--- src/rtl/serial_adder_pkg.sv ---
// Shared types and helpers for the bit-serial add controller.
package serial_adder_pkg;

  typedef enum logic [1:0] {
    IDLE = 2'd0,
    RUN  = 2'd1,
    DONE = 2'd2
  } state_t;

  // Bit-counter width; never below one bit so the counter always exists.
  function automatic int cnt_width(input int width);
    return (width > 1) ? $clog2(width) : 1;
  endfunction

endpackage

--- src/rtl/serial_adder_ctrl_fa_cell.sv ---
// Purely combinational 1-bit full adder shared by the serial controller.
module fa_cell (
  input  logic a,
  input  logic b,
  input  logic cin,
  output logic s,
  output logic co
);

  assign s  = a ^ b ^ cin;
  assign co = (a & b) | (a & cin) | (b & cin);

endmodule

--- src/rtl/serial_adder_ctrl.sv ---
// Bit-serial adder controller: one full-adder step per clock, LSB first.
// Optional signed-overflow output is built in when SERIAL_ADDER_OVF_EN is defined.
module serial_adder_ctrl
  import serial_adder_pkg::*;
#(
  parameter int WIDTH = 8
) (
  input  logic             clk,
  input  logic             rst_n,
  input  logic             in_valid,
  output logic             in_ready,
  input  logic [WIDTH-1:0] a,
  input  logic [WIDTH-1:0] b,
  input  logic             cin,
  output logic             out_valid,
  input  logic             out_ready,
  output logic [WIDTH-1:0] soma,
`ifdef SERIAL_ADDER_OVF_EN
  output logic             cout,
  output logic             ovf
`else
  output logic             cout
`endif
);

  localparam int            CW       = cnt_width(WIDTH);
  localparam logic [CW-1:0] LAST_CNT = CW'(WIDTH - 1);

  state_t           state_r;
  logic [WIDTH-1:0] a_sr_r;
  logic [WIDTH-1:0] b_sr_r;
  logic [WIDTH-1:0] res_sr_r;
  logic             carry_r;
  logic [CW-1:0]    cnt_r;
  logic             in_ready_r;
  logic             out_valid_r;
  logic             sum_s;
  logic             co_s;

  fa_cell u_fa (
    .a   (a_sr_r[0]),
    .b   (b_sr_r[0]),
    .cin (carry_r),
    .s   (sum_s),
    .co  (co_s)
  );

  // Control FSM plus operand/result shift registers and registered handshake flags.
  always_ff @(posedge clk or negedge rst_n) begin
    if (!rst_n) begin
      state_r     <= IDLE;
      a_sr_r      <= {WIDTH{1'b0}};
      b_sr_r      <= {WIDTH{1'b0}};
      res_sr_r    <= {WIDTH{1'b0}};
      carry_r     <= 1'b0;
      cnt_r       <= {CW{1'b0}};
      in_ready_r  <= 1'b1;
      out_valid_r <= 1'b0;
    end else begin
      case (state_r)
        IDLE: begin
          if (in_valid) begin
            a_sr_r     <= a;
            b_sr_r     <= b;
            carry_r    <= cin;
            cnt_r      <= {CW{1'b0}};
            in_ready_r <= 1'b0;
            state_r    <= RUN;
          end
        end
        RUN: begin
          // Sum bits enter at the MSB so the LSB ends up at bit 0 after WIDTH steps.
          res_sr_r <= {sum_s, res_sr_r[WIDTH-1:1]};
          a_sr_r   <= {1'b0, a_sr_r[WIDTH-1:1]};
          b_sr_r   <= {1'b0, b_sr_r[WIDTH-1:1]};
          carry_r  <= co_s;
          cnt_r    <= cnt_r + CW'(1);
          if (cnt_r == LAST_CNT) begin
            out_valid_r <= 1'b1;
            state_r     <= DONE;
          end
        end
        DONE: begin
          if (out_ready) begin
            out_valid_r <= 1'b0;
            in_ready_r  <= 1'b1;
            state_r     <= IDLE;
          end
        end
        default: begin
          out_valid_r <= 1'b0;
          in_ready_r  <= 1'b1;
          state_r     <= IDLE;
        end
      endcase
    end
  end

  assign in_ready  = in_ready_r;
  assign out_valid = out_valid_r;
  assign soma      = res_sr_r;
  assign cout      = carry_r;

`ifdef SERIAL_ADDER_OVF_EN
  logic msb_carry_r;

  // Carry into the MSB is the carry register during the final RUN step.
  always_ff @(posedge clk or negedge rst_n) begin
    if (!rst_n) begin
      msb_carry_r <= 1'b0;
    end else if ((state_r == RUN) && (cnt_r == LAST_CNT)) begin
      msb_carry_r <= carry_r;
    end
  end

  assign ovf = (state_r == DONE) & (msb_carry_r ^ carry_r);
`endif

endmodule

--- config.mk ---
export PLATFORM = sky130hd
export DESIGN_NAME = serial_adder_ctrl
export DESIGN_NICKNAME = d
export VERILOG_FILES = /design/src/rtl/serial_adder_pkg.sv /design/src/rtl/serial_adder_ctrl_fa_cell.sv /design/src/rtl/serial_adder_ctrl.sv
export SDC_FILE = /design/constraint.sdc
export NUM_CORES = 1
export LEC_CHECK = 0
export ABC_AREA = 1
export BUFFER_PORTS_ARGS = -buffer_cell sky130_fd_sc_hd__buf_2
export CORE_MARGIN = 2
export CORE_UTILIZATION = 48
export CTS_BUF_LIST = sky130_fd_sc_hd__clkbuf_2
export DETAILED_ROUTE_END_ITERATION = 8
export GPL_TIMING_DRIVEN = 0
export PLACE_DENSITY = 0.67
export SYNTH_ARGS = -nofsm -noshare
export SYNTH_HDL_FRONTEND = slang
export SYNTH_SLANG_ARGS = --single-unit
export TNS_END_PERCENT = 30
--- constraint.sdc ---
create_clock -name clk -period 1.6 [get_ports clk]
set_clock_uncertainty 0.2 [all_clocks]
set_input_delay 0.16 -clock clk [delete_from_list [all_inputs] [get_ports clk]]
set_output_delay 0.16 -clock clk [all_outputs]
set_load 0.02 [all_outputs]
# == Yosys cells after proc, flatten, opt, wreduce, memory -nomap -nowiden ==
# Index checks and enable logic that the tools add are counted.
# word_totals
latch_bits,0
ff_bits,32
memories,0
wordCells,48
mem_bits_ro,0
out_inout_bits,11
mem_bits_rw,0
# classes
n_bitwise,9
div,0
order_cmp,0
mul,0
reduce_logical,6
add_sub_neg,1
n_shift,0
n_mux,18
eq_ne,6
# op_table
operator,n
one-hot mux 8 bit (2 select lines),2
2-to-1 mux 8 bit,2
AND reduction 3 bit,3
2-to-1 mux 2 bit,3
"inequality test 2 bit, second input constant",3
one-hot mux 1 bit (3 select lines),2
one-hot mux 2 bit (3 select lines),1
one-hot mux 3 bit (2 select lines),1
2-to-1 mux 1 bit,5
"adder 3 x 1 -> 3 bit, second input constant",1
bitwise AND 1 bit,3
"equality test 3 bit, second input constant",1
2-to-1 mux 3 bit,1
"equality test 2 x 1 -> 1 bit, second input constant",1
"equality test 2 bit, second input constant",1
logical NOT 2 bit,1
NOT 1 bit,2
OR 1 bit,2
one-hot mux 1 bit (2 select lines),1
AND reduction 2 bit,1
nonzero test 2 bit,1
XOR 1 bit,2

# == Longest topological paths before layout ==
# depth
depth_word,4
ltp_mapped,8
ltp_nobuf,8

# == Cells and area by module ==
# A second synthesis with hierarchy kept.
# unflattened
hier_cells,200
hier_area_um2,1576.5
# modules_own_cells
mod,area_each_um2,instances,seq_area_each_um2,cells_each
serial_adder_ctrl,1556.5,1,802.0,199
fa_cell,20.0,1,0.0,1

# == Least setup slack after synthesis ==
# OpenSTA, ideal clock, no wires.
# synth_timing
kind,reg2reg
start,register carry_r (netlist: cout)
end,register carry_r (netlist: cout)
synth_period_minus_slack_ps,1584
setup_slack_ps,16
setup_time_ps,117
arrival_ps,1267
path_stages_with_launch,5
cell_sequence,dfrtp_1 fa_1 or2_2 nand3_1 nand2_1
# synth_via
elab_chain_cells,4
elab_cells_between_ends,5
# synth_lines
element,line_no,source
start: declaration,serial_adder_ctrl.sv:33,logic carry_r;
start signal: assignment,serial_adder_ctrl.sv:65,carry_r <= cin;
start signal: assignment,serial_adder_ctrl.sv:76,carry_r <= co_s;
bitwise AND 1 bit,serial_adder_ctrl_fa_cell.sv:11,assign co = (a & b) | (a & cin) | (b & cin);
OR 1 bit,serial_adder_ctrl_fa_cell.sv:11,
OR 1 bit *,serial_adder_ctrl_fa_cell.sv:11,
one-hot mux 1 bit (2 select lines) *,serial_adder_ctrl.sv:60,case (state_r)
# Every way passes the cells marked *; elsewhere a longest branch is shown, timed or not.
# A chain may end at the register's enable or synchronous reset.

# == Worst setup path after layout ==
# Same ends and word-level chain as after synthesis.

==> summary.md <==
| Metric | Value |
|---|---|
| Status | `finished, final reports clean` |
| Filler cell count | `289` |
| Critical Path End Type | `flip-flop` |
| Worst setup SP type | `flip-flop` |
| Leading area contributor after synthesis | `dfrtp_1` |
| Synth Flop Type | `dfrtp_1` |
| Slew at the pin closest to its max-slew limit | `between 700 and 800 ps` |
| Starting DRT DRC Count | `93` |
| Post-synthesis cell type count | `22` |
| Final Non-Filler Cells | `292` |
| PD cells | `1680 nW/um^2` |
| Vias after detailed routing | `~1300` |
| Most common cell after layout, fill and taps aside | `nand2_1` |
| Tmin final | `around 1500 ps` |
| Warnings from Yosys | `0` |
| CTS tree | `built` |
| Core Footprint | `3080 um^2` |
| Met2 wire length | `roughly 1700 um` |
| DRT Wirelength | `~3200 um` |
| Final setup TNS | `0 ps` |
| Worst VDD drop | `approximately 0.00071 V` |
| Fraction of synthesis flops using an asynchronous set or reset pin | `1.00` |
| CTS clock-pin slew for the worst setup and hold paths | `roughly 160 ps` |
| Dominant cells by area after synthesis | `dfrtp_1 49%, nand2_1 18%, inv_1 5.7%` |
| Total Routing Usage GR | `0.209` |
| Starting Density | `0.512` |
| DR WL/cell | `11.0 um` |
| RSZ-0062 raised after global routing | `false` |
| Syn Inst Count | `between 150 and 200` |
| Hold Vio Cnt, Final | `0` |
| Number of global-route vias before repair | `~1300` |
| Reg2reg setup slack | `roughly 60 ps` |
| Layout cells sized above 1 | `0.234` |
| Yosys reg bits | `32` |
| Post-route DRC | `0` |
| # IOs | `32` |
| Metal-1 WL | `1370 um` |
| Worst r2r src | `cout$_DFFE_PN0P_` |
| CP Data Required Time | `1690 ps` |
| Number of cells on the worst reg-to-reg path | `4` |
| Cell total after placement | `around 260` |
| Clock root cell | `clkbuf_2` |
| Top cell type's share of synthesized area | `0.492` |
| # nets final | `271` |
| H-tree depth | `2` |
| Highest Clock Rate | `around 650 MHz` |
| Worst r2r dst | `cout$_DFFE_PN0P_` |
| Critical Path AT | `1630 ps` |
| GPL Wtd Cong | `between 0.7 and 0.8` |
| Die X-Extent | `61.3 um` |
| Synthesis-to-layout area growth | `28.6%` |
| First-pass GRT wire length | `5550 um` |
| Max Buffers Root-to-Sink | `2` |
| Hold Path Class | `primary input to async pin` |
| Diode count | `0` |
| Die Footprint | `3760 um^2` |
| Register area share after synthesis | `0.509` |
| Met3 routed WL | `143 um` |
| Die H | `between 60 and 70 um` |
| Critical path type | `flip-flop to flip-flop` |
| Max-cap violation count | `0` |
| Slew Viols, Final | `0` |
| Sink Count | `32` |
| Gr ovfl total | `0` |
| Pre-Repair DR Iteration Count | `4` |
| Final setup fails | `0` |
| Tcrit/Tclk final | `0.963` |
| DR top layer | `met4` |
| LEAKAGE | `1.12 nW` |
| CTS buffer count | `5` |
| CP max FO | `3` |
| Total power | `approximately 3.4 mW` |
| Net Count, Synth | `213` |
| Largest net degree at the start of global routing | `33` |
| ANT nets after route | `0` |
| Number of enable flip-flop cells after synthesis | `0` |
| Clk_lat worst skew | `around 370 ps` |
| Relative slew slack | `0.528` |
| IO buf count | `31` |
| Initial antenna violation count | `0` |
| Via-per-instance ratio | `4.60` |
| Row count | `20` |
| Post-Syn Area | `~1600 um^2` |
| Syn Area/Cell | `8.33 um^2` |
| HPWL after DPL | `2140 um` |
| Commonest non-fill, non-tap cells in the layout | `77 x nand2_1, 31 x dfrtp_1, 31 x buf_2, 24 x inv_1, 20 x dlygate4sd3_1` |
[sequential cells by signal, indices dropped and copies added, names as in the netlist]
name       flops
in_ready       1
out_valid      1
b_sr_r         8
cout           1
soma           8
a_sr_r         8
cnt_r          3
state_r        2
[metrics by stage]
| stage | setup slack, ps | instance area (um^2) | utilization | hold slack, ps |
|---|---|---|---|---|
| 6_report | 59.6 | 2030 | 0.658 | 158 |
| 5_1_grt | 11.7 | 2030 | 0.658 | 164 |
| 4_1_cts | 40.5 | 2020 | 0.657 | 159 |
| 3_5_place_dp | 62.7 | 1790 | 0.580 | 51.8 |
| 3_3_place_gp | 86.9 | 1790 | 0.580 | 38.9 |
| 2_1_floorplan | 15.6 | 1580 | - | -336 |
[worst max-delay path by stage]
stage | slack (ps) | cells past startpoint | from | to
6_report | 60 | 4 | cout$_DFFE_PN0P_ | cout$_DFFE_PN0P_
5_1_grt | 10 | 4 | cout$_DFFE_PN0P_ | cout$_DFFE_PN0P_
4_1_cts | 40 | 4 | cout$_DFFE_PN0P_ | cout$_DFFE_PN0P_
3_5_place_dp | 60 | 4 | cout$_DFFE_PN0P_ | cout$_DFFE_PN0P_
3_3_place_gp | 90 | 4 | cout$_DFFE_PN0P_ | cout$_DFFE_PN0P_
2_1_floorplan | 20 | 4 | cout$_DFFE_PN0P_ | cout$_DFFE_PN0P_
[cells in the mapped netlist, drive strengths merged, types with 2 or more instances]
cell   number
ha          2
nand3      15
or2        13
o21ai       6
buf         6
o22ai       2
inv        27
dfrtp      31
nand2      80
[final cells by class]
type                            instances  area (um^2)  area share
Multi-Input combinational cell        124          609       0.301
Clock buffer                            6         30.0      0.0148
Tap cell                               44         55.1      0.0272
Clock inverter                          2         7.51     0.00371
Buffer                                  6         60.1      0.0296
Inverter                               27          106      0.0525
Sequential cell                        32          802       0.396
Timing Repair Buffer                   51          355       0.175
[per-layer routing]
metal,vias to the layer above,global-route usage
li1,688,-
met1,626,0.230
met2,25,0.380
met3,5,0.0693
met4,0,0.0652
met5,-,0
[cell families (layout without fill, tap and decap cells)]
group / Yosys count / count (layout) / synth area share
adders and majority gates: 3 / 3 / 0.0286
AOI/OAI and AO/OA: 11 / 11 / 0.0397
buffers and inverters: 33 / 92 / 0.106
and+or+nand+nor: 110 / 110 / 0.317
DFF: 32 / 32 / 0.509
[where the power goes]
group	internal, mW	switching, mW	total [mW]
combinational	0.688	0.956	1.64
clock	0.105	0.261	0.366
sequential	1.18	0.217	1.40
[what timing repair did]
item                                    in CTS  in global routing
setup buffers                                0                  0
endpoints found under the hold margin       52                  0
gates resized for setup                      0                  1
hold buffers                                20                  0
endpoints found under the setup margin       0                  1
[worst max-delay path, stage by stage, from the launching register on]
cell and delay (ps):
dfrtp_1 460, fa_2 370, or2_2 300, nand3_1 80, nand2_1 50
No activity file was read; power rests on OpenSTA's default activity.
